## config.mk

```make
export PLATFORM = sky130hd
export DESIGN_NAME = uart_tx_arbiter_flat
export DESIGN_NICKNAME = d
export VERILOG_FILES = /design/src/rtl/uart_tx_arbiter_if.sv /design/src/rtl/uart_tx_arbiter.sv /design/src/flat_wrapper.sv
export SDC_FILE = /design/constraint.sdc
export NUM_CORES = 1
export LEC_CHECK = 0
export BUFFER_PORTS_ARGS = -buffer_cell sky130_fd_sc_hd__buf_2
export CAP_MARGIN = 5
export CORE_ASPECT_RATIO = 1.4
export CORE_UTILIZATION = 40
export CTS_BUF_LIST = sky130_fd_sc_hd__clkbuf_16
export DETAILED_ROUTE_END_ITERATION = 12
export GPL_ROUTABILITY_DRIVEN = 0
export SETUP_SLACK_MARGIN = 0.5
export SYNTH_ARGS = -nofsm -noshare
export SYNTH_HDL_FRONTEND = slang
export SYNTH_SLANG_ARGS = --single-unit
```

## constraint.sdc

```tcl
create_clock -name clk -period 3.36 [get_ports clk]
set_clock_uncertainty 0.15 [all_clocks]
set_input_delay 0.84 -clock clk [delete_from_list [all_inputs] [get_ports clk]]
set_output_delay 0.84 -clock clk [all_outputs]
set_load 0.1 [all_outputs]
```

## src/rtl/uart_tx_arbiter_if.sv

```systemverilog
// Byte-handshake bundle between the message sources, the arbiter and the UART TX core.
// The slave modport is the arbiter's view; master is the sources/UART side.
interface uart_tx_arbiter_if #(
  parameter int N_REQ = 3
);
  logic [N_REQ-1:0]   req;
  logic [N_REQ-1:0]   src_tx_start;
  logic [8*N_REQ-1:0] src_tx_data;
  logic [N_REQ-1:0]   grant;
  logic [N_REQ-1:0]   src_tx_done;
  logic               tx_start;
  logic [7:0]         tx_data;
  logic               tx_done;
  logic               busy;
  logic               timeout_err;

  modport slave (
    input  req, src_tx_start, src_tx_data, tx_done,
    output grant, src_tx_done, tx_start, tx_data, busy, timeout_err
  );

  modport master (
    output req, src_tx_start, src_tx_data, tx_done,
    input  grant, src_tx_done, tx_start, tx_data, busy, timeout_err
  );
endinterface

```

## src/rtl/uart_tx_arbiter.sv

```systemverilog
// Round-robin, message-granular owner of a single UART transmitter, with a
// watchdog that revokes and masks a source that holds the grant without sending.
module uart_tx_arbiter #(
  parameter int N_REQ   = 3,
  parameter int TIMEOUT = 1_000_000
) (
  input  logic                    clk,
  input  logic                    rst_n,
  uart_tx_arbiter_if.slave        bus
);
  localparam int PW = (N_REQ > 1) ? $clog2(N_REQ) : 1;
  localparam int WW = $clog2(TIMEOUT + 1);
  localparam logic [WW-1:0] WD_LIMIT = WW'(TIMEOUT);

  typedef enum logic [1:0] {IDLE, OWN, BYTE, DRAIN} state_e;

  state_e           state_q, state_d;
  logic [PW-1:0]    ptr_q, ptr_d;
  logic [N_REQ-1:0] mask_q, mask_d;
  logic [N_REQ-1:0] grant_q, grant_d;
  logic [N_REQ-1:0] done_q, done_d;
  logic [WW-1:0]    wdog_q, wdog_d, wdog_inc;
  logic             tx_start_q, tx_start_d;
  logic [7:0]       tx_data_q, tx_data_d;
  logic             busy_q, busy_d;
  logic             to_err_q, to_err_d;

  logic             owner_req;
  logic             owner_start;
  logic [7:0]       owner_data;
  logic [N_REQ-1:0] eligible;
  logic             win_found;
  logic [PW-1:0]    win_idx;

  // ptr_q always names the current (or, in DRAIN, the former) owner.
  assign owner_req   = bus.req[ptr_q];
  assign owner_start = bus.src_tx_start[ptr_q];
  assign owner_data  = bus.src_tx_data[8*ptr_q +: 8];
  assign eligible    = bus.req & ~mask_q;
  assign wdog_inc    = (wdog_q == WD_LIMIT) ? wdog_q : wdog_q + 1'b1;

  // Round-robin search starting just after the last winner.
  always_comb begin
    win_found = 1'b0;
    win_idx   = ptr_q;
    for (int i = 1; i <= N_REQ; i++) begin
      if (!win_found && eligible[(int'(ptr_q) + i) % N_REQ]) begin
        win_found = 1'b1;
        win_idx   = PW'((int'(ptr_q) + i) % N_REQ);
      end
    end
  end

  always_comb begin
    // NOTE: every next-state signal gets a default before the case so no path
    // leaves one unassigned, which would otherwise infer a latch.
    state_d    = state_q;
    ptr_d      = ptr_q;
    mask_d     = mask_q & bus.req;
    grant_d    = grant_q;
    done_d     = '0;
    tx_start_d = 1'b0;
    tx_data_d  = tx_data_q;
    to_err_d   = 1'b0;
    wdog_d     = wdog_q;

    unique case (state_q)
      IDLE: begin
        wdog_d = '0;
        if (win_found) begin
          ptr_d   = win_idx;
          grant_d = N_REQ'(1) << win_idx;
          state_d = OWN;
        end
      end

      OWN: begin
        if (owner_start) begin
          // A start always wins, even against a same-cycle release or expiry.
          tx_start_d = 1'b1;
          tx_data_d  = owner_data;
          wdog_d     = '0;
          if (owner_req) begin
            state_d = BYTE;
          end else begin
            grant_d = '0;
            state_d = DRAIN;
          end
        end else if (!owner_req) begin
          grant_d = '0;
          state_d = IDLE;
        end else if (wdog_inc == WD_LIMIT) begin
          grant_d        = '0;
          to_err_d       = 1'b1;
          mask_d[ptr_q]  = 1'b1;
          wdog_d         = wdog_inc;
          state_d        = IDLE;
        end else begin
          wdog_d = wdog_inc;
        end
      end

      BYTE: begin
        if (bus.tx_done) begin
          done_d = N_REQ'(1) << ptr_q;
          if (owner_req) begin
            state_d = OWN;
          end else begin
            grant_d = '0;
            state_d = IDLE;
          end
        end else if (!owner_req) begin
          grant_d = '0;
          state_d = DRAIN;
        end
      end

      DRAIN: begin
        if (bus.tx_done) begin
          done_d  = N_REQ'(1) << ptr_q;
          state_d = IDLE;
        end
      end

      default: state_d = IDLE;
    endcase

    busy_d = (state_d != IDLE);
  end

  // NOTE: sequential state uses non-blocking assignments so every register
  // samples the pre-edge values regardless of statement order.
  always_ff @(posedge clk or negedge rst_n) begin
    if (!rst_n) begin
      state_q    <= IDLE;
      ptr_q      <= PW'(N_REQ - 1);
      mask_q     <= '0;
      grant_q    <= '0;
      done_q     <= '0;
      wdog_q     <= '0;
      tx_start_q <= 1'b0;
      tx_data_q  <= '0;
      busy_q     <= 1'b0;
      to_err_q   <= 1'b0;
    end else begin
      state_q    <= state_d;
      ptr_q      <= ptr_d;
      mask_q     <= mask_d;
      grant_q    <= grant_d;
      done_q     <= done_d;
      wdog_q     <= wdog_d;
      tx_start_q <= tx_start_d;
      tx_data_q  <= tx_data_d;
      busy_q     <= busy_d;
      to_err_q   <= to_err_d;
    end
  end

  assign bus.grant       = grant_q;
  assign bus.src_tx_done = done_q;
  assign bus.tx_start    = tx_start_q;
  assign bus.tx_data     = tx_data_q;
  assign bus.busy        = busy_q;
  assign bus.timeout_err = to_err_q;
endmodule

```

## src/flat_wrapper.sv

```systemverilog
// flat-port wrapper written by rule: the top's interface ports become plain ports
module uart_tx_arbiter_flat 
#(
  parameter int N_REQ   = 3,
  parameter int TIMEOUT = 1_000_000
)
  (clk, rst_n, bus_req, bus_src_tx_start, bus_src_tx_data, bus_tx_done, bus_grant, bus_src_tx_done, bus_tx_start, bus_tx_data, bus_busy, bus_timeout_err);
  uart_tx_arbiter_if #(.N_REQ(N_REQ)) bus_i ();
  input  logic clk;
  input  logic rst_n;
  input wire logic [$bits(bus_i.req)-1:0] bus_req;
  input wire logic [$bits(bus_i.src_tx_start)-1:0] bus_src_tx_start;
  input wire logic [$bits(bus_i.src_tx_data)-1:0] bus_src_tx_data;
  input wire logic [$bits(bus_i.tx_done)-1:0] bus_tx_done;
  output wire logic [$bits(bus_i.grant)-1:0] bus_grant;
  output wire logic [$bits(bus_i.src_tx_done)-1:0] bus_src_tx_done;
  output wire logic [$bits(bus_i.tx_start)-1:0] bus_tx_start;
  output wire logic [$bits(bus_i.tx_data)-1:0] bus_tx_data;
  output wire logic [$bits(bus_i.busy)-1:0] bus_busy;
  output wire logic [$bits(bus_i.timeout_err)-1:0] bus_timeout_err;
  assign bus_i.req = bus_req;
  assign bus_i.src_tx_start = bus_src_tx_start;
  assign bus_i.src_tx_data = bus_src_tx_data;
  assign bus_i.tx_done = bus_tx_done;
  assign bus_grant = bus_i.grant;
  assign bus_src_tx_done = bus_i.src_tx_done;
  assign bus_tx_start = bus_i.tx_start;
  assign bus_tx_data = bus_i.tx_data;
  assign bus_busy = bus_i.busy;
  assign bus_timeout_err = bus_i.timeout_err;
  uart_tx_arbiter #(.N_REQ(N_REQ), .TIMEOUT(TIMEOUT)) u_core (.clk(clk), .rst_n(rst_n), .bus(bus_i));
endmodule
```

Word-level counts from Yosys, hierarchy flattened
Cells that the tools add are included.
- word-level logic and storage cells: 104
- output and inout bits: 17
- input port bits: 33
- flip-flop bits (word level): 44
- $add $sub $neg: 4
- divide/modulo/power cells: 3
- reduce and logical (&&, ||, !) cells: 14
- equality and inequality tests: 8
- shift-type cells: 3
- bitwise logic cells: 4
- mux-type cells: 53
- $lt $le $gt $ge: 5
- operator list (kind ; number):
    32-bit by 4-bit less-than comparator with 1-bit output, second input constant ; 3
    32-bit by 3-bit modulo with 32-bit output, second input constant ; 3
    20-bit 2-to-1 mux ; 3
    20-bit equality test, second input constant ; 2
    20-bit case mux with 2 select lines ; 1
    3-bit 2-to-1 mux ; 11
    24-bit by 6-bit variable part select with 8-bit output ; 1
    20-bit by 1-bit adder with 20-bit output, second input constant ; 1
    1-bit 2-to-1 mux ; 20
    2-bit 2-to-1 mux ; 10
    1-bit binary-select mux with 2-bit select ; 5
    3-bit case mux with 3 select lines ; 1
    2-bit case mux with 4 select lines ; 1
    2-bit by 2-bit adder with 3-bit output, second input constant ; 2
    3-bit AND ; 2
    2-bit AND reduction ; 3
    1-bit by 2-bit << shifter with 3-bit output, first input constant ; 2
    2-bit equality test, second input constant ; 2
    4-bit inequality test, second input constant ; 1
    2-bit nonzero test ; 2
    2-bit by 1-bit adder with 3-bit output, second input constant ; 1
    1-bit logical AND ; 3
    2-bit by 3-bit less-than comparator with 1-bit output, second input constant ; 1
    3-bit by 1-bit inequality test with 1-bit output, second input constant ; 1
    other kinds (11) ; 12

Depth between registers and ports, before layout
- depth in word-level cells: 15
- mapped depth: 13
- depth with buffers taken out: 10

Worst setup path before layout
No wires, ideal clock.
- kind: register -> register
- from: register u_core.ptr_q[1]
- to: register u_core.grant_q[2], in the netlist u_core.bus.grant[2]
- required time: 3.087 ns
- library setup time: 0.123 ns
- clock period less this slack: 3.262 ns
- stages on the path, launching flop included: 13
- arrival time: 2.989 ns
- path slack: 0.098 ns
- path buffers: 3
- cells stage by stage: dfstp_2 -> clkbuf_1 -> buf_1 -> inv_1 -> ha_1 -> clkbuf_1 -> inv_1 -> nand3_1 -> o31ai_1 -> a222oi_1 -> a2bb2oi_1 -> nor2_1 -> a32o_1
- word-level cells in the longest chain between the ends: 15
- elaborated cells on any way between the ends: 38
- those cells by class: 3 x add/sub; 3 x div; 2 x eq/ne; 1 x shift; 24 x mux; 5 x reduce/logical
- ends and longest elaborated chain (what ; RTL line ; source):
    from (decl) ; uart_tx_arbiter.sv:18 ; logic [PW-1:0] ptr_q, ptr_d;
    from (signal assigned) ; uart_tx_arbiter.sv:136 ; ptr_q <= PW'(N_REQ - 1);
    from (signal assigned) ; uart_tx_arbiter.sv:147 ; ptr_q <= ptr_d;
    2-bit by 1-bit adder with 3-bit output ; uart_tx_arbiter.sv:47, uart_tx_arbiter.sv:49 ;
    32-bit by 3-bit modulo with 32-bit output ; uart_tx_arbiter.sv:47, uart_tx_arbiter.sv:49 ;
    1-bit binary-select mux with 2-bit select ; uart_tx_arbiter.sv:47 ; if (!win_found && eligible[(int'(ptr_q) + i) % N_REQ]) begin
    1-bit 2-to-1 mux (not written as such) (2 in a row) ; uart_tx_arbiter.sv:47 ;
    1-bit 2-to-1 mux ; uart_tx_arbiter.sv:47 ;
    1-bit zero test ; uart_tx_arbiter.sv:47 ;
    1-bit logical AND ; uart_tx_arbiter.sv:47 ;
    1-bit 2-to-1 mux ; uart_tx_arbiter.sv:47 ;
    1-bit zero test ; uart_tx_arbiter.sv:47 ;
    1-bit logical AND ; uart_tx_arbiter.sv:47 ;
    2-bit 2-to-1 mux ; uart_tx_arbiter.sv:47 ;
    1-bit by 2-bit << shifter with 3-bit output ; uart_tx_arbiter.sv:72 ; grant_d = N_REQ'(1) << win_idx;
    3-bit 2-to-1 mux ; uart_tx_arbiter.sv:70 ; if (win_found) begin
    3-bit case mux with 3 select lines ; uart_tx_arbiter.sv:67 ; unique case (state_q)
    to (signal assigned) ; uart_tx_arbiter.sv:149 ; grant_q <= grant_d;
    to (decl) ; uart_tx_arbiter.sv:20 ; logic [N_REQ-1:0] grant_q, grant_d;
Parallel ways exist; a longest one is shown, timed or not. The select of a mux whose other input is x is not followed.
A chain may end at the register's enable or synchronous reset.

Final worst setup path
- from: register u_core.wdog_q[10]
- to: register u_core.busy_q, in the netlist u_core.bus.busy
- word-level cells in the longest chain between the ends: 8
- elaborated cells on any way between the ends: 9
- those cells by class: 1 x add/sub; 2 x eq/ne; 5 x mux; 1 x reduce/logical
- ends and longest elaborated chain (what ; RTL line ; source):
    from (decl) ; uart_tx_arbiter.sv:22 ; logic [WW-1:0] wdog_q, wdog_d, wdog_inc;
    from (signal assigned) ; uart_tx_arbiter.sv:151 ; wdog_q <= wdog_d;
    20-bit by 1-bit adder with 20-bit output or 20-bit equality test (tied branches) ; uart_tx_arbiter.sv:40 ; assign wdog_inc = (wdog_q == WD_LIMIT) ? wdog_q : wdog_q + 1'b1;
    20-bit 2-to-1 mux * ; uart_tx_arbiter.sv:40 ;
    20-bit equality test * ; uart_tx_arbiter.sv:92 ; end else if (wdog_inc == WD_LIMIT) begin
    2-bit 2-to-1 mux * ; uart_tx_arbiter.sv:92 ;
    2-bit 2-to-1 mux * ; uart_tx_arbiter.sv:89 ; end else if (!owner_req) begin
    2-bit 2-to-1 mux * ; uart_tx_arbiter.sv:78 ; if (owner_start) begin
    2-bit case mux with 4 select lines * ; uart_tx_arbiter.sv:67 ;
    via u_core.state_d[1] ; uart_tx_arbiter.sv:17 ; state_e state_q, state_d;
    2-bit nonzero test * ; uart_tx_arbiter.sv:128 ; busy_d = (state_d != IDLE);
    via u_core.busy_d ; uart_tx_arbiter.sv:25 ; logic busy_q, busy_d;
    to (signal assigned) ; uart_tx_arbiter.sv:154 ; busy_q <= busy_d;
    to (decl) ; uart_tx_arbiter.sv:25 ;
Mark *: on every way through the listed nets, which the timed path passes. The rest lies on a longest branch.

==> out/results.ini <==
[clock_network]
path_clk_slew_ns = 0.06
htreeDepth = 2
ctsRootBufferMaster = clkbuf_16
clk-insertion-delay-late_ns = 0.29
cts_inserted_buffers = 5
clock_sinks = 44
clock_path_buffers = 2
tritoncts = yes

[placement]
place_hpwl_mm = 5.36
dpl_cell_area_mm2 = 0.00329
io_buffers = 49
pre_cts_slack_ns = 0.361

[floorplan]
core_mm2 = 0.00707
die_area_mm2 = 0.00777
ios = 50
die-height_um = 104
initial_core_util_pct = 41.9
fp.dieW_um = 74.8
num_rows = 36

[synth]
synthArstFlopShare_pct = 100
yosys_register_bits = 44
synth_area_leaders = dfrtp_1 (36%), o21ai_0 (5.9%), nand2_1 (5.4%), ha_1 (4.6%), a21oi_1 (3.7%)
syn-num-nets = 397
synth.distinct_cells = 57
synthDominantCellAreaShare_pct = 36.3
synth_cells = 353
synthFlopType = dfrtp_1
seq_area_frac_synth_pct = 37.2
synth_edf_count = 0
syn-mean-instance-area_um2 = 8.40
yosysWarnings = 0
yosys.area.top_type = dfrtp_1
synth_area_mm2 = 0.00297

[sta]
hold_viol = 0
layout_setup_ws_ns = 0.594
grt_setup_unrepaired = true
worst_pin_slew_ns = 1.01
maxSlewHeadroom_pct = 32.5
setup_tns_ns = 0
min_period_ns = 2.77
fmax_ghz = 0.362
period_share_pct = 82.3
finalSetupViolations = 0
slew_viol_final = 0
timing.hold.ws_ns = 0.329

[worst_setup_path]
worst_setup_path_end_kind = flop
critPathArrivalTime_ns = 2.79
cp_data_required_time_ns = 3.38
start_kind = flop
crit_fanout = 5
ff2ff_setup_slack_ns = 0.59
worst-r2r-cell-count = 8
r2r_end = u_core.bus.busy$_DFF_PN0_
crit_type = reg2reg
worstReg2RegStart = u_core.wdog_q[10]$_DFFE_PN0P_

[min_path]
worstHoldStart = u_core.bus.tx_data[4]$_DFFE_PN0P_
min_path_cells = 2
hold_path.class = reg2reg
worstHoldEndpoint = u_core.bus.tx_data[4]$_DFFE_PN0P_

[cells_and_area]
fillCellCount = 676
layout-drive-gt1-share_pct = 22.5
areaGrowthSynthToFinish_pct = 19.4
antenna_cells = 0
final_nets = 443
final_cell_area_mm2 = 0.00354

[outcome]
status = complete, no violations

[job]
cap_violations = 0

[pwr]
p_leak_nw = 1.65
powerDensity_mw_per_mm2 = 860
ir_worst_vdd_uv = 515

[routing]
wl_per_cell_um = 15.0
ant_nets = 0
firstDrtPassIters = 6
viasPerCell = 5.59
drt-total-wl_mm = 7.45
first_iter_violations = 167
drc = 0
vias = 2766

[grt]
gr-total-overflow = 0
grt_max_degree = 45
antenna_found_initial = 0
grt_pass1_wl_mm = 12.3
track_usage_pct = 20.3
grt_pass1_vias = 2617

cell type report:
type	count	area, µm²	share of cell area, %
clock buffers	5	125	3.53
clock inverters	3	38.8	1.10
inverters	11	41.3	1.17
multi-input cells	276	1770	50.0
flip-flops and latches	44	1110	31.3
well taps	95	119	3.36
repair buffers	61	335	9.47
how the worst max path moves through the flow:
stage | cells past startpoint | startpoint | slack [ns] | to
6_report | 8 | u_core.wdog_q[10]$_DFFE_PN0P_ | 0.59 | u_core.bus.busy$_DFF_PN0_
5_1_grt | 8 | u_core.wdog_q[15]$_DFFE_PN0P_ | 0.46 | u_core.bus.busy$_DFF_PN0_
4_1_cts | 10 | u_core.wdog_q[0]$_DFFE_PN0P_ | 0.53 | u_core.bus.busy$_DFF_PN0_
3_5_place_dp | 9 | bus_req[1] | 0.36 | u_core.bus.busy$_DFF_PN0_
3_3_place_gp | 9 | bus_req[1] | 0.45 | u_core.bus.busy$_DFF_PN0_
2_1_floorplan | 12 | u_core.ptr_q[1]$_DFFE_PN1P_ | 0.52 | u_core.bus.grant[2]$_DFFE_PN0P_
critical path: stages, from the launching register on:
cell	delay [ns]
dfrtp_2	0.43
nand2b_1	0.17
or4_4	0.50
nor3_4	0.31
mux2i_1	0.15
nor4b_2	0.31
nand3_1	0.16
a41o_1	0.28
or2_1	0.20
synthesized netlist by cell type, types with 4 or more instances:
cell	n
buf_2	4
nand4_1	6
nor2b_1	5
inv_1	11
nand3_1	16
a22o_1	7
ha_1	11
and3_1	6
nor2_1	28
and2_1	5
xor2_1	6
nor3_1	6
o31ai_1	5
and4_1	4
dfrtp_1	43
nand2_1	43
a21oi_1	22
nand2b_1	9
mux2i_1	11
a31oi_1	6
o2bb2ai_1	4
o21ai_0	35
clkbuf_1	15
cell usage in the layout, fill, tap and decap left out, types with 4 or more instances in the layout:
master     Yosys  layout
buf_2          4      49
nand2_1       43      43
dfrtp_1       43      37
o21ai_0       35      35
nor2_1        28      28
a21oi_1       22      22
nand3_1       16      16
inv_1         11      12
buf_4          0      12
mux2i_1       11      11
nand2b_1       9       9
ha_1          11       9
a22o_1         7       7
nor3_1         6       6
nand4_1        6       6
a31oi_1        6       6
and3_1         6       6
xor2_1         6       6
dfrtp_2        0       6
and2_1         5       5
o31ai_1        5       5
clkbuf_16      0       5
nor2b_1        5       4
routing by layer:
metal  track usage (%)  part of all wire (%)  vias up
met4              6.60                   1.7        0
met5                 0                     0        -
met1              25.4                    42     1294
li1                  -                     -     1364
met2              33.8                    51       95
met3              4.26                   5.0       13
cell families after synthesis:
family	synth area share, %
flops	37.2
buf+inv	4.64
xor+xnor	2.66
simple gates	25.4
fa+ha+maj	4.98
compound gates	21.5
mux	3.71
per-stage QoR:
step	power, mW	instances	utilization (%)
finish	3.05	495	50.1
global route	3.26	495	50.1
CTS	3.02	490	48.8
detailed placement	2.47	482	46.5
global placement	2.45	482	46.5
floorplan	2.08	353	-
timing repair:
item	CTS	global route
pin swaps	0	4
hold buffers	0	0
resized for setup	1	15
endpoints found under the setup margin	1	9
setup buffers	0	5
where the power goes:
group	switching, mW	internal, mW
Combinational	1.23	0.523
Clock	0.208	0.347
Sequential	0.0947	0.643
Total	1.53	1.51
registers in the layout, summed over array words and instances, names as in the netlist:
signal and flops:
u_core.state_q 2, u_core.ptr_q 2, u_core.bus.tx_start 1, u_core.bus.timeout_err 1, u_core.mask_q 3, u_core.bus.grant 3, u_core.wdog_q 20, u_core.bus.tx_data 8
u_core.bus.busy 1, u_core.bus.src_tx_done 3
Note: power is estimated with default switching activity, not from simulation.
